### src/rtl/fw_pkg.sv
// Shared types and constants for the forwarding / hazard unit.
package fw_pkg;

  localparam int unsigned REG_AW = 5;
  localparam int unsigned NREG   = 32;

  // Forwarding stage indices, youngest first.
  localparam int unsigned STG_EX  = 0;
  localparam int unsigned STG_MEM = 1;
  localparam int unsigned STG_WB  = 2;

  // Where a read port's data came from this cycle.
  typedef enum logic [1:0] {
    SRC_REG = 2'd0,
    SRC_STG = 2'd1,
    SRC_LW  = 2'd2
  } fwd_src_e;

endpackage

### src/rtl/fw_hazard_unit_if.sv
// ID-stage hazard bus: read ports, stage writebacks, issue info and resolved results.
interface fw_hazard_unit_if #(
  parameter int unsigned XLEN     = 32,
  parameter int unsigned NRP      = 2,
  parameter int unsigned NSTG     = 3,
  parameter int unsigned MAX_LONG = 4
);
  import fw_pkg::*;

  localparam int unsigned CNT_W = $clog2(MAX_LONG + 1);

  logic [NRP-1:0]                rs_re_i;
  logic [NRP-1:0][REG_AW-1:0]    rs_addr_i;
  logic [NRP-1:0][XLEN-1:0]      rs_data_reg_i;
  logic [NSTG-1:0]               stg_we_i;
  logic [NSTG-1:0][REG_AW-1:0]   stg_addr_i;
  logic [NSTG-1:0]               stg_dv_i;
  logic [NSTG-1:0][XLEN-1:0]     stg_data_i;
  logic                          issue_i;
  logic                          issue_we_i;
  logic                          issue_long_i;
  logic [REG_AW-1:0]             issue_rd_i;
  logic                          flush_i;
  logic                          lw_done_i;
  logic [REG_AW-1:0]             lw_addr_i;
  logic [XLEN-1:0]               lw_data_i;
  logic [NRP-1:0][XLEN-1:0]      rs_data_o;
  logic                          stall_o;
  logic [CNT_W-1:0]              long_cnt_o;
  logic [31:0]                   perf_stall_o;
  logic [31:0]                   perf_fwd_o;

  modport slave (
    input  rs_re_i, rs_addr_i, rs_data_reg_i,
    input  stg_we_i, stg_addr_i, stg_dv_i, stg_data_i,
    input  issue_i, issue_we_i, issue_long_i, issue_rd_i, flush_i,
    input  lw_done_i, lw_addr_i, lw_data_i,
    output rs_data_o, stall_o, long_cnt_o, perf_stall_o, perf_fwd_o
  );

  modport master (
    output rs_re_i, rs_addr_i, rs_data_reg_i,
    output stg_we_i, stg_addr_i, stg_dv_i, stg_data_i,
    output issue_i, issue_we_i, issue_long_i, issue_rd_i, flush_i,
    output lw_done_i, lw_addr_i, lw_data_i,
    input  rs_data_o, stall_o, long_cnt_o, perf_stall_o, perf_fwd_o
  );

endinterface

### src/rtl/fw_scoreboard.sv
// Busy-register scoreboard and outstanding long-latency write counter.
module fw_scoreboard
  import fw_pkg::*;
#(
  parameter int unsigned MAX_LONG = 4,
  parameter int unsigned CNT_W    = $clog2(MAX_LONG + 1)
) (
  input  logic              clk,
  input  logic              rst_n,
  input  logic              set_i,
  input  logic [REG_AW-1:0] set_rd_i,
  input  logic              inc_i,
  input  logic              clr_i,
  input  logic [REG_AW-1:0] clr_addr_i,
  output logic [NREG-1:0]   busy_o,
  output logic [CNT_W-1:0]  long_cnt_o
);

  logic [NREG-1:0]  busy_q, busy_d;
  logic [CNT_W-1:0] cnt_q, cnt_d;
  logic             clr_ok, inc_ok;

  // A completion only counts if something is actually outstanding for that register.
  assign clr_ok = clr_i && (cnt_q != '0) && busy_q[clr_addr_i];
  assign inc_ok = inc_i && (cnt_q != CNT_W'(MAX_LONG));

  // Next busy vector and count; a set beats a clear on the same register.
  always_comb begin
    busy_d = busy_q;
    cnt_d  = cnt_q;
    if (clr_ok) busy_d[clr_addr_i] = 1'b0;
    if (set_i)  busy_d[set_rd_i]   = 1'b1;
    busy_d[0] = 1'b0;
    case ({inc_ok, clr_ok})
      2'b10:   cnt_d = cnt_q + CNT_W'(1);
      2'b01:   cnt_d = cnt_q - CNT_W'(1);
      default: cnt_d = cnt_q;
    endcase
  end

  // Scoreboard state.
  always_ff @(posedge clk or negedge rst_n) begin
    if (!rst_n) begin
      busy_q <= '0;
      cnt_q  <= '0;
    end else begin
      busy_q <= busy_d;
      cnt_q  <= cnt_d;
    end
  end

  assign busy_o     = busy_q;
  assign long_cnt_o = cnt_q;

  // A completion with nothing outstanding points at a broken long-latency pipe.
  lw_done_valid_a : assert property (@(posedge clk) disable iff (!rst_n)
    clr_i |-> ((cnt_q != '0) && busy_q[clr_addr_i]));

endmodule

### src/rtl/fw_hazard_unit.sv
// RAW forwarding and stall unit for ID; optional perf counters under HAZ_PERF_EN.
module fw_hazard_unit #(
  parameter int unsigned XLEN     = 32,
  parameter int unsigned NRP      = 2,
  parameter int unsigned NSTG     = 3,
  parameter int unsigned MAX_LONG = 4
) (
  input  logic              clk,
  input  logic              rst_n,
  fw_hazard_unit_if.slave   bus
);
  import fw_pkg::*;

  localparam int unsigned CNT_W = $clog2(MAX_LONG + 1);

  logic [NREG-1:0]  busy;
  logic [CNT_W-1:0] long_cnt;
  logic [NRP-1:0]   port_stall;
  logic             issue_stall;
  logic             stall_c;
  logic             accept;
`ifdef HAZ_PERF_EN
  logic [NRP-1:0]   port_fwd;
`endif

  for (genvar p = 0; p < NRP; p++) begin : g_port
    fwd_src_e        src;
    logic            stl;
    logic [XLEN-1:0] data;

    // Source resolution: youngest matching stage, then long-latency bypass, then scoreboard.
    always_comb begin : resolve
      logic hit;
      hit = 1'b0;
      src = SRC_REG;
      stl = 1'b0;
      if (bus.rs_re_i[p] && (bus.rs_addr_i[p] != '0)) begin
        for (int s = 0; s < NSTG; s++) begin
          if (!hit && bus.stg_we_i[s] && (bus.stg_addr_i[s] == bus.rs_addr_i[p])) begin
            hit = 1'b1;
            if (bus.stg_dv_i[s]) src = SRC_STG;
            else                 stl = 1'b1;
          end
        end
        if (!hit) begin
          if (bus.lw_done_i && (bus.lw_addr_i == bus.rs_addr_i[p])) src = SRC_LW;
          else if (busy[bus.rs_addr_i[p]])                          stl = 1'b1;
        end
      end
    end

    // Data mux for the chosen source.
    always_comb begin : select
      data = bus.rs_data_reg_i[p];
      case (src)
        SRC_STG: begin
          for (int s = NSTG - 1; s >= 0; s--) begin
            if (bus.stg_we_i[s] && (bus.stg_addr_i[s] == bus.rs_addr_i[p])) data = bus.stg_data_i[s];
          end
        end
        SRC_LW:  data = bus.lw_data_i;
        default: data = bus.rs_data_reg_i[p];
      endcase
    end

    assign port_stall[p]    = stl;
    assign bus.rs_data_o[p] = rst_n ? data : '0;
`ifdef HAZ_PERF_EN
    assign port_fwd[p]      = (src != SRC_REG);
`endif
  end

  assign issue_stall = (bus.issue_long_i && (long_cnt == CNT_W'(MAX_LONG)))
                     || (bus.issue_we_i && busy[bus.issue_rd_i]);
  assign stall_c     = rst_n && !bus.flush_i && ((|port_stall) || issue_stall);
  assign accept      = bus.issue_i && !stall_c && !bus.flush_i;

  fw_scoreboard #(
    .MAX_LONG (MAX_LONG),
    .CNT_W    (CNT_W)
  ) u_sb (
    .clk        (clk),
    .rst_n      (rst_n),
    .set_i      (accept && bus.issue_we_i && bus.issue_long_i && (bus.issue_rd_i != '0)),
    .set_rd_i   (bus.issue_rd_i),
    .inc_i      (accept && bus.issue_long_i),
    .clr_i      (bus.lw_done_i),
    .clr_addr_i (bus.lw_addr_i),
    .busy_o     (busy),
    .long_cnt_o (long_cnt)
  );

  assign bus.stall_o    = stall_c;
  assign bus.long_cnt_o = long_cnt;

`ifdef HAZ_PERF_EN
  logic [31:0] perf_stall_q, perf_fwd_q, fwd_add;

  // Number of ports bypassed this cycle.
  always_comb begin
    fwd_add = '0;
    for (int p = 0; p < NRP; p++) fwd_add = fwd_add + 32'(port_fwd[p]);
  end

  // Free-running, wrapping event counters.
  always_ff @(posedge clk or negedge rst_n) begin
    if (!rst_n) begin
      perf_stall_q <= '0;
      perf_fwd_q   <= '0;
    end else begin
      perf_stall_q <= perf_stall_q + 32'(stall_c);
      perf_fwd_q   <= perf_fwd_q + fwd_add;
    end
  end

  assign bus.perf_stall_o = perf_stall_q;
  assign bus.perf_fwd_o   = perf_fwd_q;
`else
  assign bus.perf_stall_o = '0;
  assign bus.perf_fwd_o   = '0;
`endif

endmodule
### src/flat_wrapper.sv
// flat-port wrapper written by rule: the top's interface ports become plain ports
module fw_hazard_unit_flat import fw_pkg::*;
#(
  parameter int unsigned XLEN     = 32,
  parameter int unsigned NRP      = 2,
  parameter int unsigned NSTG     = 3,
  parameter int unsigned MAX_LONG = 4
)
  (clk, rst_n, bus_rs_re_i, bus_rs_addr_i, bus_rs_data_reg_i, bus_stg_we_i, bus_stg_addr_i, bus_stg_dv_i, bus_stg_data_i, bus_issue_i, bus_issue_we_i, bus_issue_long_i, bus_issue_rd_i, bus_flush_i, bus_lw_done_i, bus_lw_addr_i, bus_lw_data_i, bus_rs_data_o, bus_stall_o, bus_long_cnt_o, bus_perf_stall_o, bus_perf_fwd_o);
  fw_hazard_unit_if #(.XLEN(XLEN), .NRP(NRP), .NSTG(NSTG), .MAX_LONG(MAX_LONG)) bus_i ();
  input  logic clk;
  input  logic rst_n;
  input wire logic [$bits(bus_i.rs_re_i)-1:0] bus_rs_re_i;
  input wire logic [$bits(bus_i.rs_addr_i)-1:0] bus_rs_addr_i;
  input wire logic [$bits(bus_i.rs_data_reg_i)-1:0] bus_rs_data_reg_i;
  input wire logic [$bits(bus_i.stg_we_i)-1:0] bus_stg_we_i;
  input wire logic [$bits(bus_i.stg_addr_i)-1:0] bus_stg_addr_i;
  input wire logic [$bits(bus_i.stg_dv_i)-1:0] bus_stg_dv_i;
  input wire logic [$bits(bus_i.stg_data_i)-1:0] bus_stg_data_i;
  input wire logic [$bits(bus_i.issue_i)-1:0] bus_issue_i;
  input wire logic [$bits(bus_i.issue_we_i)-1:0] bus_issue_we_i;
  input wire logic [$bits(bus_i.issue_long_i)-1:0] bus_issue_long_i;
  input wire logic [$bits(bus_i.issue_rd_i)-1:0] bus_issue_rd_i;
  input wire logic [$bits(bus_i.flush_i)-1:0] bus_flush_i;
  input wire logic [$bits(bus_i.lw_done_i)-1:0] bus_lw_done_i;
  input wire logic [$bits(bus_i.lw_addr_i)-1:0] bus_lw_addr_i;
  input wire logic [$bits(bus_i.lw_data_i)-1:0] bus_lw_data_i;
  output wire logic [$bits(bus_i.rs_data_o)-1:0] bus_rs_data_o;
  output wire logic [$bits(bus_i.stall_o)-1:0] bus_stall_o;
  output wire logic [$bits(bus_i.long_cnt_o)-1:0] bus_long_cnt_o;
  output wire logic [$bits(bus_i.perf_stall_o)-1:0] bus_perf_stall_o;
  output wire logic [$bits(bus_i.perf_fwd_o)-1:0] bus_perf_fwd_o;
  assign bus_i.rs_re_i = bus_rs_re_i;
  assign bus_i.rs_addr_i = bus_rs_addr_i;
  assign bus_i.rs_data_reg_i = bus_rs_data_reg_i;
  assign bus_i.stg_we_i = bus_stg_we_i;
  assign bus_i.stg_addr_i = bus_stg_addr_i;
  assign bus_i.stg_dv_i = bus_stg_dv_i;
  assign bus_i.stg_data_i = bus_stg_data_i;
  assign bus_i.issue_i = bus_issue_i;
  assign bus_i.issue_we_i = bus_issue_we_i;
  assign bus_i.issue_long_i = bus_issue_long_i;
  assign bus_i.issue_rd_i = bus_issue_rd_i;
  assign bus_i.flush_i = bus_flush_i;
  assign bus_i.lw_done_i = bus_lw_done_i;
  assign bus_i.lw_addr_i = bus_lw_addr_i;
  assign bus_i.lw_data_i = bus_lw_data_i;
  assign bus_rs_data_o = bus_i.rs_data_o;
  assign bus_stall_o = bus_i.stall_o;
  assign bus_long_cnt_o = bus_i.long_cnt_o;
  assign bus_perf_stall_o = bus_i.perf_stall_o;
  assign bus_perf_fwd_o = bus_i.perf_fwd_o;
  fw_hazard_unit #(.XLEN(XLEN), .NRP(NRP), .NSTG(NSTG), .MAX_LONG(MAX_LONG)) u_core (.clk(clk), .rst_n(rst_n), .bus(bus_i));
endmodule
### config.mk
export PLATFORM = sky130hd
export DESIGN_NAME = fw_hazard_unit_flat
export DESIGN_NICKNAME = d
export VERILOG_FILES = /design/src/rtl/fw_pkg.sv /design/src/rtl/fw_hazard_unit_if.sv /design/src/rtl/fw_scoreboard.sv /design/src/rtl/fw_hazard_unit.sv /design/src/flat_wrapper.sv
export SDC_FILE = /design/constraint.sdc
export NUM_CORES = 1
export LEC_CHECK = 0
export ABC_AREA = 1
export BUFFER_PORTS_ARGS = -buffer_cell sky130_fd_sc_hd__buf_2
export CAP_MARGIN = 20
export CORE_ASPECT_RATIO = 0.5
export CORE_UTILIZATION = 25
export CTS_CLUSTER_SIZE = 24
export DETAILED_ROUTE_END_ITERATION = 16
export HOLD_SLACK_MARGIN = 0.05
export PLACE_DENSITY_LB_ADDON = 0.25
export SLEW_MARGIN = 30
export SYNTH_ARGS = -nofsm -noshare
export SYNTH_HDL_FRONTEND = slang
export SYNTH_HIERARCHICAL = 1
export SYNTH_SLANG_ARGS = --single-unit
export TNS_END_PERCENT = 10
### constraint.sdc
create_clock -name clk -period 4.7 [get_ports clk]
set_input_delay 0.94 -clock clk [delete_from_list [all_inputs] [get_ports clk]]
set_output_delay 0.94 -clock clk [all_outputs]
set_load 0.005 [all_outputs]
# == Word level (Yosys, flattened, before mapping) ==
# Index checks and enable logic that the tools add are counted.
# totals
register_bits,34
inputBits,242
output_inout_bits,132
wordCells,149
# op_classes
addsub,2
n_lt_le_gt_ge,6
n_eq_ne,16
n_mux,73
bitwise_logic,3
reduce_logical,47
# op_table
operator,n
$mux W32,10
$pmux W32 S2,2
$eq A5 B5 Y1,8
$mux W1,38
$logic_and A1 B1 Y1,33
$and A32 B32 Y32,1
$mux W2,16
$not A32 Y32,1
$or A32 B32 Y32,1
$lt A5 B6 Y1 const B,4
$bmux W1 S5,4
$reduce_bool A5 Y1,3
$demux W1 S5,2
$ge A5 B1 Y1 const B,2
$eq A2 B1 Y1 const B,3
$eq A2 B2 Y1 const B,3
$logic_not A1 Y1,6
$pmux W3 S2,1
$add A3 B1 Y3 const B,1
$eq A3 B3 Y1 const B,1
$ne A3 B3 Y1 const B,1
$reduce_bool A3 Y1,1
$sub A3 B1 Y3 const B,1
$logic_or A1 B1 Y1,2
other kinds (2),2

# == Depth between registers and ports, before layout ==
# Gate-level depths: netlist of run 1.
# logic_depth
word_depth,27
mapped_depth,23
ltp_nobuf,22

# == By module ==
# The synthesis of run 1 kept the hierarchy.
# by_module_without_submodules
mod,n_inst,cells_each,area_per_inst_um2,seq_area_each_um2
fw_hazard_unit,1,1107,5654.2,0.0
fw_scoreboard,1,344,2298.5,850.8

# == Worst setup path before layout of run 1 ==
# OpenSTA, ideal clock, no wires.
# synth_timing
kind,input port to output port
startpoint,input bus_rs_addr_i[9]
endpoint,output bus_rs_data_o[33]
arrival_ps,3055
required_ps,3760
path_slack_ps,705
path_stages,15
n_path_buf,3
path_cell_list,buf_4 -> inv_2 -> nand2_1 -> nand2_1 -> nor2_1 -> nand3_4 -> nand2_2 -> nor2_1 -> nor4_2 -> ha_1 -> clkbuf_1 -> inv_1 -> clkbuf_1 -> o21ai_0 -> a21oi_1
# synth_between
elab_chain_len,19
word_cells_on_any_way,37
cone_classes,eq/ne: 6; mux: 19; reduce/logical: 12
# synth_lines
item,line_no,rtl
"start, declared",flat_wrapper.sv:14,input wire logic [$bits(bus_i.rs_addr_i)-1:0] bus_rs_addr_i;
$eq A5 B5 Y1,"fw_hazard_unit.sv:39, fw_hazard_unit.sv:58",
$logic_and A1 B1 Y1,"fw_hazard_unit.sv:39, fw_hazard_unit.sv:58",
$mux W1,fw_hazard_unit.sv:39,if (!hit && bus.stg_we_i[s] && (bus.stg_addr_i[s] == bus.rs_addr_i[p])) begin
$mux W1,fw_hazard_unit.sv:37,if (bus.rs_re_i[p] && (bus.rs_addr_i[p] != '0)) begin
$logic_not A1 Y1,fw_hazard_unit.sv:39,
$logic_and A1 B1 Y1 (2 in a row),fw_hazard_unit.sv:39,
$mux W1,fw_hazard_unit.sv:39,
$mux W1,fw_hazard_unit.sv:37,
$logic_not A1 Y1,fw_hazard_unit.sv:39,
$logic_and A1 B1 Y1 (2 in a row),fw_hazard_unit.sv:39,
$mux W2 / $mux W1 (equally long branches),fw_hazard_unit.sv:39,
$mux W2 / $mux W1 (equally long branches),"fw_hazard_unit.sv:46, fw_hazard_unit.sv:37",
$mux W2,fw_hazard_unit.sv:45,if (!hit) begin
$mux W2,fw_hazard_unit.sv:37,
$eq A2 B2 Y1 / $eq A2 B1 Y1 (equally long branches),fw_hazard_unit.sv:55,case (src)
$pmux W32 S2 (*),fw_hazard_unit.sv:55,
$mux W32 (*),fw_hazard_unit.sv:67,assign bus.rs_data_o[p] = rst_n ? data : '0;
"end, declared",flat_wrapper.sv:28,output wire logic [$bits(bus_i.rs_data_o)-1:0] bus_rs_data_o;
# Mark *: on every way between the ends. The rest lies on a longest branch, timed or not. The select of a mux whose other input is x is not followed.

# == Final worst setup path of run 1 ==
# layout_timing
startpoint,input bus_rs_addr_i[6]
endpoint,output bus_rs_data_o[63]
# Same word-level chain as after synthesis.

==> reports/metrics.yaml, run 1 <==
period_share_pct: 96.96
drc: 0
r2r_end: "u_core/u_sb/long_cnt_o[2]"
die_w_um: 254.2
hold_viol_final: 0
antenna_left: 0
die_area_um2: 32570
cap_violations: 0
grt_pass1_vias: 9848
avgViaCountPerCell: 5.031
tritoncts: "done"
grt_pass1_wl_mm: 57.83
rsz0062_at_grt: "no"
root_buffer: "clkbuf_16"
maxSlewViolCount: 0
netlist_area_um2: 7953
power.leakage_nw: 5.208
rows: 45
clk_pin_slew_ps: 50
path_cells: "buf_2 -> inv_2 -> nand2_1 -> nand2_1 -> nor2_1 -> nand3_1 -> nand3_1 -> nor2_1 -> nor2_1 -> inv_1 -> nor4_2 -> ha_1 -> inv_1 -> buf_4 -> o21ai_0 -> a21oi_2 -> buf_2"
io_buffers: 309
syn_inst: 1451
placed_cell_area_um2: 9737
slew_headroom_pct: 47.64
initial_core_util_pct: 25.82
cp.arrival_ps: 3620
instances_no_fill: 2148
nets: 1970
hp-class: "flop to flop"
drt-total-wl_mm: 39.30
reg2regPathDepth: 20
grt_max_degree: 53
worstHoldStart: "u_core/u_sb/long_cnt_o[1]"
place_hpwl_mm: 30.14
drtIter0Drc: 1341
dr.pass1.iters: 6
numCtsBuffers: 5
overflow: 0
gp_congestion: 1.017
cp_common_cell: "nor2_1"
antenna_found_initial: 3
yosysWarnings: 6
ios: 374
r2r_slack_ps: 1750
crit_type: "input port to output port"
required_ps: 3760
ys_seq_elements: 34
min_to: "u_core/u_sb/long_cnt_o[1]"
critPathSlowestCell: "ha_1"
min_path_cells: 2
clock_sinks: 34
fin_skew_ps: 3.337
max_stage_delay_ps: 340
crit_fanout: 21
final_area_um2: 9901
synth.distinct_cells: 44
insertion_delay_ps: 280
post_drt_wl_per_cell_um: 18.30
worst-slew-pin-transition_ps: 782.6
tns_ps: 0
status: "completed"
max_freq_mhz: 219.4
area_growth_pct: 24.50
vdd_drop_max_uv: 113.3
synth_area_per_cell_um2: 5.481
setup_viol: 0
via_count: 10806
start_kind: "input port"
coreArea_um2: 30800
seq_area_frac_synth_pct: 10.70
die_y_um: 128.1
drive_above_1_share_pct: 25.59
p_per_area_nw_per_um2: 151.3
timing.critical_path.buf_inv: 6
clk_path_buf_depth: 2
min_period_ps: 4557
placedCellCount: 2138
r2r_start: "u_core/u_sb/busy_o[9]"
worstSetupEndpointType: "output port"
htree_levels: 2
grt_use_total_pct: 22.78
p_total_mw: 1.498
critical-path-top-delay-family: "buffers and inverters"
-- area by class of cell --
| type | instances | area [um^2] |
|---|---|---|
| Clock buffer | 7 | 142.6 |
| Timing Repair Buffer | 355 | 1944 |
| Sequential cell | 34 | 850.8 |
| Fill cell | 3571 | 20900 |
| Antenna cell | 2 | 5.005 |
| Inverter | 135 | 514.2 |
| Multi-Input combinational cell | 1191 | 5909 |
| Tap cell | 423 | 529.3 |
| Clock inverter | 1 | 5.005 |
-- where the power goes --
group          internal [mW]  total, mW  leakage [nW]  switching [mW]
logic                  0.286      0.786          4.68           0.500
clock network          0.210      0.330        0.0739           0.120
registers              0.326      0.382         0.458          0.0553
-- logic make-up after synthesis --
family                     after synthesis  synth area share [%]
other                                    2               0.09443
and+or+nand+nor                        705                 38.06
AOI/OAI and AO/OA                      410                 31.26
adders and majority gates                6                 1.038
DFF                                     34                 10.70
buffers and inverters                  289                 18.30
xor gates and xnor gates                 5                0.5508
-- registers in the layout, summed over array words and instances (netlist names) --
register and flops:
u_core/u_sb/long_cnt_o 3, u_core/u_sb/busy_o 31
-- metal layers --
metal | global-route usage [%] | vias to the layer above | wire length (um)
met5 | 0 | - | 20
met4 | 5.741 | 2 | 811
met3 | 2.964 | 63 | 3267
met2 | 38.28 | 545 | 18340
met1 | 30.66 | 4933 | 16860
li1 | - | 5263 | -
-- placed cells by master, fill, tap and decap left out, types with 4 or more instances in the layout --
| cell type | count |
|---|---|
| o21ai_1 | 36 |
| buf_2 | 308 |
| buf_4 | 43 |
| conb_1 | 65 |
| clkbuf_16 | 5 |
| buf_12 | 4 |
| o221a_2 | 23 |
| nand4_1 | 4 |
| nand3_2 | 23 |
| inv_2 | 8 |
| dfrtp_1 | 34 |
| o221ai_1 | 33 |
| inv_1 | 124 |
| nor2_2 | 6 |
| nor2_1 | 159 |
| o211ai_1 | 10 |
| ha_1 | 5 |
| nand2_1 | 388 |
| o21a_1 | 31 |
| a21oi_1 | 144 |
| nor3_1 | 22 |
| nand3_1 | 85 |
| o21ai_0 | 119 |
| nand2_2 | 6 |
| o221a_1 | 8 |
-- synthesized netlist by cell type, drive strengths merged --
master | number | area (um^2)
o221ai | 33 | 289.0
dfrtp | 34 | 850.8
a21o | 1 | 7.510
fa | 1 | 20.02
nand3 | 109 | 673.2
ha | 5 | 62.56
o221a | 31 | 349.1
clkbuf | 45 | 172.7
conb | 2 | 7.510
o21ai | 155 | 775.7
xnor2 | 3 | 26.28
nor2 | 167 | 654.4
o21a | 31 | 232.7
a21oi | 145 | 725.7
o31ai | 1 | 7.510
o211ai | 10 | 75.07
nand2 | 395 | 1505
a31oi | 1 | 6.260
a21boi | 1 | 7.510
clkinv | 1 | 3.750
o211a | 1 | 10.01
nor4 | 1 | 12.51
inv | 134 | 510.5
nor3 | 23 | 115.1
nand3b | 3 | 22.52
buf | 109 | 768.2
nand4 | 4 | 25.02
or2 | 3 | 18.77
xor2 | 2 | 17.52
-- tightest hold or removal path: stages (launching register included) --
cell and delay, ps:
dfrtp_1 400, nand2_1 60, o21ai_0 60
-- what timing repair did --
item                       4_1_cts  5_1_grt
hold buffers                     0        0
setup endpoints to repair        0        2
buffers inserted                 0        0
resized for setup                0        3
-- how the worst max path moves through the flow --
stage / startpoint / endpoint / cells after the start / slack (ps)
2_1_floorplan: bus_rs_addr_i[9] / bus_rs_data_o[33] / 15 / 710
3_3_place_gp: bus_rs_addr_i[8] / bus_rs_data_o[63] / 13 / 150
3_5_place_dp: bus_rs_addr_i[6] / bus_rs_data_o[63] / 17 / 120
4_1_cts: bus_rs_addr_i[6] / bus_rs_data_o[63] / 17 / 120
5_1_grt: bus_rs_addr_i[6] / bus_rs_data_o[63] / 17 / 2
6_report: bus_rs_addr_i[6] / bus_rs_data_o[63] / 17 / 140
-- per-stage QoR --
stage | setup slack, ps | hold WS [ps] | utilization (%)
3_3_place_gp | 146.3 | 530.2 | 31.61
5_1_grt | 2.317 | 583.3 | 32.15
2_1_floorplan | 705.5 | 462.3 | -
3_5_place_dp | 118.9 | 544.1 | 31.61
6_report | 143.0 | 547.3 | 32.15
4_1_cts | 115.8 | 556.1 | 32.09
(Power assumes the default switching activity.)
==> run 2: changes to the inputs <==
--- a/config.mk
+++ b/config.mk
@@ -5,7 +5,6 @@
 export SDC_FILE = /design/constraint.sdc
 export NUM_CORES = 1
 export LEC_CHECK = 0
-export ABC_AREA = 1
 export BUFFER_PORTS_ARGS = -buffer_cell sky130_fd_sc_hd__buf_2
 export CAP_MARGIN = 20
 export CORE_ASPECT_RATIO = 0.5
==> reports/metrics.yaml, run 2 <==
status: "completed"  # unchanged
r2r_start: "u_core/u_sb/busy_o[13]"  # was u_core/u_sb/busy_o[9]
synth_area_per_cell_um2: 7.192  # was 5.481 um^2
max_stage_delay_ps: 410  # was 340 ps
period_share_pct: 97.36  # was 96.96%
final_cell_mix: "buf_2 (308), a21oi_1 (140), o21ai_0 (133), o22ai_1 (66), conb_1 (65)"  # was nand2_1 (388), buf_2 (308), nor2_1 (159), a21oi_1 (144), inv_1 (124)
die_y_um: 120.8  # was 128.1 um
worstSetupEndpointType: "output port"  # unchanged
clk_pin_slew_ps: 50  # about the same
numCtsBuffers: 5  # unchanged
worstHoldStart: "u_core/u_sb/long_cnt_o[2]"  # was u_core/u_sb/long_cnt_o[1]
grt_max_degree: 81  # was 53
coreArea_um2: 27710  # was 30800 um^2
synth_area_leaders: "dfrtp_1 (12%), a21oi_1 (10%), o21ai_0 (9.4%)"  # was nand2_1 (18%), dfrtp_1 (11%), a21oi_1 (9.1%)
htree_levels: 2  # unchanged
vdd_drop_max_uv: 122.1  # was 113.3 uV
cp_common_cell: "buf_2"  # was nor2_1
placedCellCount: 1647  # was 2138
ys_seq_elements: 34  # unchanged
largest_reg_flops: 31  # unchanged
via_count: 9151  # was 10806
min_period_ps: 4576  # was 4557 ps
ys_top_cells_by_count: "a21oi_1 (141), o21ai_0 (133), buf_4 (70)"  # was nand2_1 (388), nor2_1 (160), a21oi_1 (145)
yosysTopAreaCell: "dfrtp_1"  # was nand2_1
hold_viol_final: 0  # unchanged
postSynth.asyncResetShare_pct: 100.0  # unchanged
p_total_mw: 1.364  # was 1.498 mW
synth.top_cell.area_share_pct: 12.06  # was 18.31%
p_per_area_nw_per_um2: 148.2  # was 151.3 nW/um^2
final_common_cell: "buf_2"  # was nand2_1
nets: 1521  # was 1970
tritoncts: "done"  # unchanged
netlist_area_um2: 7056  # was 7953 um^2
ios: 374  # unchanged
yosysWarnings: 6  # unchanged
grt_use_total_pct: 23.94  # was 22.78%
p_switching_mw: 0.5508  # was 0.6758 mW
worst-slew-pin-transition_ps: 912.9  # was 782.6 ps
synth.distinct_cells: 64  # was 44
die_area_um2: 28940  # was 32570 um^2
synth_edf_count: 0  # unchanged
root_buffer: "clkbuf_16"  # unchanged
multiInputGateArea_um2: 5385  # was 5909 um^2
register_area_um2: 850.8  # unchanged
path_cells: "buf_2 -> xor2_1 -> nor4_1 -> buf_4 -> and3_1 -> or3_4 -> or3_1 -> ha_1 -> inv_2 -> buf_12 -> o21ai_0 -> a21oi_2 -> buf_2"  # was buf_2 -> inv_2 -> nand2_1 -> nand2_1 -> nor2_1 -> nand3_1 -> nand3_1 -> nor2_1 -> nor2_1 -> inv_1 -> nor4_2 -> ha_1 -> inv_1 -> buf_4 -> o21ai_0 -> a21oi_2 -> buf_2
drtIter0Drc: 823  # was 1341
clk_path_buf_depth: 2  # unchanged
post_drt_wl_per_cell_um: 21.96  # was 18.30 um
initial_core_util_pct: 25.46  # was 25.82%
crit_type: "input port to output port"  # unchanged
synthFlopType: "dfrtp_1"  # unchanged
drt-total-wl_mm: 36.57  # was 39.30 mm
area_growth_pct: 30.50  # was 24.50%
dp_slack_ps: -15.98  # was 118.9 ps
r2r_end: "u_core/u_sb/busy_o[8]"  # was u_core/u_sb/long_cnt_o[2]
seq_area_frac_synth_pct: 12.06  # was 10.70%
drc: 0  # unchanged
clkPwrFrac_pct: 22.8  # was 22.0%
avgViaCountPerCell: 5.496  # was 5.031
maxSlewViolCount: 0  # unchanged
grt_pass1_wl_mm: 53.12  # was 57.83 mm
p_comb_share_pct: 49.1  # was 52.5%
antenna_left: 0  # unchanged
min_path_cells: 1  # was 2
grt_pass1_vias: 8818  # was 9848
cap_violations: 0  # unchanged
power.leakage_nw: 4.229  # was 5.208 nW
fillers: 3021  # was 3571
fin_skew_ps: 5.272  # was 3.337 ps
reg2regPathDepth: 11  # was 20
start_kind: "input port"  # unchanged
required_ps: 3760  # about the same
drive_above_1_share_pct: 35.51  # was 25.59%
gp_congestion: 0.9619  # was 1.017
critPathSlowestCell: "or3_4"  # was ha_1
max_freq_mhz: 218.5  # was 219.4 MHz
crit_fanout: 16  # was 21
instances_no_fill: 1665  # was 2148
rows: 43  # was 45
rsz0062_at_grt: "yes"  # was no
place_hpwl_mm: 27.64  # was 30.14 mm
die_w_um: 239.6  # was 254.2 um
r2r_slack_ps: 1010  # was 1750 ps
insertion_delay_ps: 280  # about the same
antenna_found_initial: 12  # was 3
cp.arrival_ps: 3640  # was 3620 ps
min_to: "u_core/u_sb/long_cnt_o[2]"  # was u_core/u_sb/long_cnt_o[1]
swShare_pct: 40.38  # was 45.11%
synth_most_common_cell: "a21oi_1"  # was nand2_1
whs_ps: 571.2  # was 547.3 ps
dr.pass1.iters: 5  # was 6
intPower_mw: 0.8133  # was 0.8223 mW
postCtsSetupRepairBufs: 0  # unchanged
hp-class: "flop to flop"  # unchanged
seq_power_share_pct: 28.1  # was 25.5%
slew_headroom_pct: 39.14  # was 47.64%
overflow: 0  # unchanged
clock_sinks: 34  # unchanged
syn_inst: 981  # was 1451
setup_viol: 0  # unchanged
io_buffers: 309  # unchanged
setup_ws_ps: 124.2  # was 143.0 ps
==> run 2: cell count changes after synthesis, moves of 25 or more <==
cell      delta
xor2_1      +30
o22ai_1     +66
mux4_2      +25
nand3_1     -69
nand2_1    -362
o221ai_1    -25
a211o_1     +63
nor2_1      -99
o21ai_1     -35
o21a_1      -31
inv_1       -72
==> run 2: worst max path at each step <==
stage / startpoint / end / slack, ps
floorplan: bus_rs_addr_i[4] / bus_rs_data_o[1] / 60
global placement: bus_rs_addr_i[2] / bus_rs_data_o[6] / 8
detailed placement: bus_rs_addr_i[2] / bus_rs_data_o[6] / -20
CTS: bus_rs_addr_i[7] / bus_rs_data_o[44] / 10
global route: bus_rs_addr_i[6] / bus_rs_data_o[40] / -7
finish: bus_rs_addr_i[6] / bus_rs_data_o[44] / 120
==> run 2: critical path: cells and delay by family <==
| kind | cells | cell delay [ps] |
|---|---|---|
| compound gates | 2 | 370 |
| simple gates | 4 | 1050 |
| fa+ha+maj | 1 | 340 |
| buf+inv | 5 | 740 |
| xor+xnor | 1 | 160 |
==> run 2: what timing repair did <==
item,in CTS,in global routing
hold buffers,0,0
pin swaps,0,0
cloned,0,1
endpoints found under the setup margin,3,30
gates resized for setup,1,6
==> run 2: area by class of cell <==
| class | count | share of cell area (%) |
|---|---|---|
| Antenna cell | 10 | 0.2718 |
| Clock buffer | 7 | 1.440 |
| Timing Repair Buffer | 375 | 23.25 |
| Sequential cell | 34 | 9.240 |
| Inverter | 52 | 2.120 |
| Tap cell | 382 | 5.191 |
| Multi-Input combinational cell | 805 | 58.49 |
==> run 2: routing by layer <==
layer  GRT usage [%]  vias up  part of all wire, %  routed length [um]
met2           39.53      510                   48               17510
met3           6.005       67                  8.8                3229
met5               0        -                0.085                  31
met1           30.15     4416                   41               14970
met4           8.534        4                  2.3                 833
li1                -     4154                    -                   -
==> run 2: through the flow <==
stage          util (%)  TNS, ps  cell area, um^2
2_1_floorplan         -        0             7292
3_5_place_dp      32.47   -20.83             8996
5_1_grt           33.23   -18.66             9208
6_report          33.23        0             9208
4_1_cts           32.97        0             9135
3_3_place_gp      32.47        0             8996
==> run 2: power groups by stage <==
stage                     registers (mW)  clock network [mW]  logic (mW)
final                              0.384               0.311       0.670
after global routing               0.389               0.331       0.729
after CTS                          0.382               0.317       0.660
after detailed placement           0.387                   0       0.657
after global placement             0.384                   0       0.652
after floorplan                    0.365                   0       0.391
==> run 2: kinds of logic after synthesis <==
kind of cell             after synthesis  synth area share, %
AO/OA/AOI/OAI                        450                39.63
buffers and inverters                205                15.46
AND/OR/NAND/NOR                      197                15.04
multiplexers                          44                11.19
XOR/XNOR                              43                5.338
flip-flops                            34                12.06
adder cells (fa/ha/maj)                6                1.170
other                                  2               0.1064
==> run 3: changes to the inputs <==
--- a/config.mk
+++ b/config.mk
@@ -7,7 +7,6 @@
 export LEC_CHECK = 0
 export BUFFER_PORTS_ARGS = -buffer_cell sky130_fd_sc_hd__buf_2
 export CAP_MARGIN = 20
-export CORE_ASPECT_RATIO = 0.5
 export CORE_UTILIZATION = 25
 export CTS_CLUSTER_SIZE = 24
 export DETAILED_ROUTE_END_ITERATION = 16
==> reports/metrics.yaml, run 3 (synthesis results as in run 2) <==
status: "completed"  # unchanged
drc: 0  # unchanged
overflow: 0  # unchanged
intPower_mw: 0.8257  # was 0.8133 mW
area_growth_pct: 29.14  # was 30.50%
use_met3_pct: 3.302  # was 6.005%
ios: 374  # unchanged
power.leakage_nw: 4.178  # was 4.229 nW
dr.pass1.iters: 5  # unchanged
clk_pin_slew_ps: 50  # about the same
busiest_layer: "met2"  # unchanged
io_buffers: 309  # unchanged
maxSlewViolCount: 0  # unchanged
tritoncts: "done"  # unchanged
die_w_um: 170.0  # was 239.6 um
p_switching_mw: 0.5583  # was 0.5508 mW
cp.arrival_ps: 3640  # about the same
final_common_cell: "buf_2"  # unchanged
final_area_um2: 9111  # was 9208 um^2
worstSetupEndpointType: "output port"  # unchanged
clock_sinks: 34  # unchanged
grt_use_total_pct: 22.86  # was 23.94%
avgViaCountPerCell: 5.569  # was 5.496
tns_ps: 0  # unchanged
initial_core_util_pct: 25.40  # was 25.46%
postCtsSetupRepairBufs: 0  # unchanged
vdd_drop_max_uv: 151.8  # was 122.1 uV
slew_headroom_pct: 59.24  # was 39.14%
worst-slew-pin-transition_ps: 606.2  # was 912.9 ps
max_freq_mhz: 218.1  # was 218.5 MHz
drive_above_1_share_pct: 34.68  # was 35.51%
largest_reg_flops: 31  # unchanged
grt_pass1_vias: 8605  # was 8818
final_cell_mix: "buf_2 (308), a21oi_1 (140), o21ai_0 (133), o22ai_1 (66), conb_1 (65)"  # unchanged
fin_skew_ps: 5.045  # was 5.272 ps
p_comb_share_pct: 48.4  # was 49.1%
hp-class: "flop to flop"  # unchanged
gp_congestion: 0.9153  # was 0.9619
via_count: 9166  # was 9151
fillers: 3111  # was 3021
insertion_delay_ps: 280  # about the same
crit_fanout: 32  # was 16
drtIter0Drc: 974  # was 823
grt_max_degree: 53  # was 81
die_area_um2: 28900  # was 28940 um^2
htree_levels: 2  # unchanged
register_area_um2: 850.8  # unchanged
required_ps: 3760  # about the same
numCtsBuffers: 5  # unchanged
nets: 1507  # was 1521
start_kind: "input port"  # unchanged
hold_viol_final: 0  # unchanged
rows: 61  # was 43
place_hpwl_mm: 26.78  # was 27.64 mm
seq_power_share_pct: 27.5  # was 28.1%
grt_pass1_wl_mm: 51.07  # was 53.12 mm
p_per_area_nw_per_um2: 151.9  # was 148.2 nW/um^2
min_period_ps: 4584  # was 4576 ps
clk_path_buf_depth: 2  # unchanged
post_drt_wl_per_cell_um: 21.40  # was 21.96 um
use_met2_pct: 38.47  # was 39.53%
setup_viol: 0  # unchanged
coreArea_um2: 27780  # was 27710 um^2
grtUsageMet1_pct: 28.79  # was 30.15%
period_share_pct: 97.54  # was 97.36%
placed_cell_area_um2: 8921  # was 8996 um^2
antenna_found_initial: 9  # was 12
antenna_left: 0  # unchanged
cap_violations: 0  # unchanged
drt-total-wl_mm: 35.22  # was 36.57 mm
crit_type: "input port to output port"  # unchanged
root_buffer: "clkbuf_16"  # unchanged
die_y_um: 170.0  # was 120.8 um
clkPwrFrac_pct: 24.2  # was 22.8%
swShare_pct: 40.34  # was 40.38%
multiInputGateArea_um2: 5373  # was 5385 um^2
==> run 3: cell count changes in the layout (fill, tap and decap cells not counted), moves of 2 or more <==
cell | previous run | this run
diode_2 | 10 | 8
nand3_2 | 2 | 0
nand3_1 | 14 | 16
buf_12 | 6 | 9
buf_4 | 59 | 44
==> run 3: power groups by stage <==
stage / Clock (mW) / Combinational [mW] / Sequential [mW]
floorplan: 0 / 0.391 / 0.365
global placement: 0 / 0.656 / 0.383
detailed placement: 0 / 0.658 / 0.384
CTS: 0.343 / 0.662 / 0.379
global route: 0.353 / 0.729 / 0.387
finish: 0.335 / 0.669 / 0.380
==> run 3: worst max-delay path, cell delays in order <==
cell and delay (ps):
buf_2 130, xor2_1 170, nor4_2 370, and3_1 250
or3_1 190, nor2_1 80, or3_1 310, ha_1 310
inv_1 100, buf_12 210, o21ai_0 150, a21oi_2 250
buf_2 160
==> run 3: final cells by class <==
| type | instances | area share (%) |
|---|---|---|
| multi-input combinational | 805 | 58.97 |
| timing repair buffer | 361 | 22.52 |
| sequential | 34 | 9.338 |
| tap | 378 | 5.191 |
| inverter | 52 | 2.142 |
| clock buffer | 7 | 1.566 |
| antenna | 8 | 0.2197 |
| clock inverter | 1 | 0.05493 |
==> run 3: what timing repair did <==
item	4_1_cts	5_1_grt
resized for setup	2	3
endpoints found under the setup margin	1	30
hold buffers	0	0
==> run 3: path summary, 6_finish.rpt <==
check | cells after the start | from | endpoint | slack (ps)
setup / recovery | 13 | bus_rs_addr_i[2] | bus_rs_data_o[9] | 120
hold / removal | 1 | u_core/u_sb/long_cnt_o[2] | u_core/u_sb/long_cnt_o[2] | 580
setup reg to reg | 11 | u_core/u_sb/busy_o[13] | u_core/u_sb/busy_o[24] | 1080
hold reg to reg | 1 | u_core/u_sb/long_cnt_o[2] | u_core/u_sb/long_cnt_o[2] | 580
max in group asynchronous | 2 | rst_n | u_core/u_sb/busy_o[10] | 3390
min in group asynchronous | 1 | rst_n | u_core/u_sb/long_cnt_o[1] | 620
==> run 3: metrics by stage <==
step	total power [mW]	std cells	hold WS (ps)	setup WS [ps]	util, %
after floorplan	0.7568	1044	512.4	63.68	-
after global placement	1.038	1630	560.7	-35.74	32.11
after detailed placement	1.042	1630	585.1	-55.45	32.11
after CTS	1.384	1638	593.7	61.68	32.68
after global routing	1.469	1646	613.2	-3.216	32.80
final	1.384	1646	578.8	115.8	32.80
==> run 3: per-layer routing <==
layer  vias to the layer above  part of all wire, %
li1                       4108                    -
met1                      4404                   40
met2                       578                   48
met3                        76                  8.4
met4                         0                  3.8
met5                         -                    0
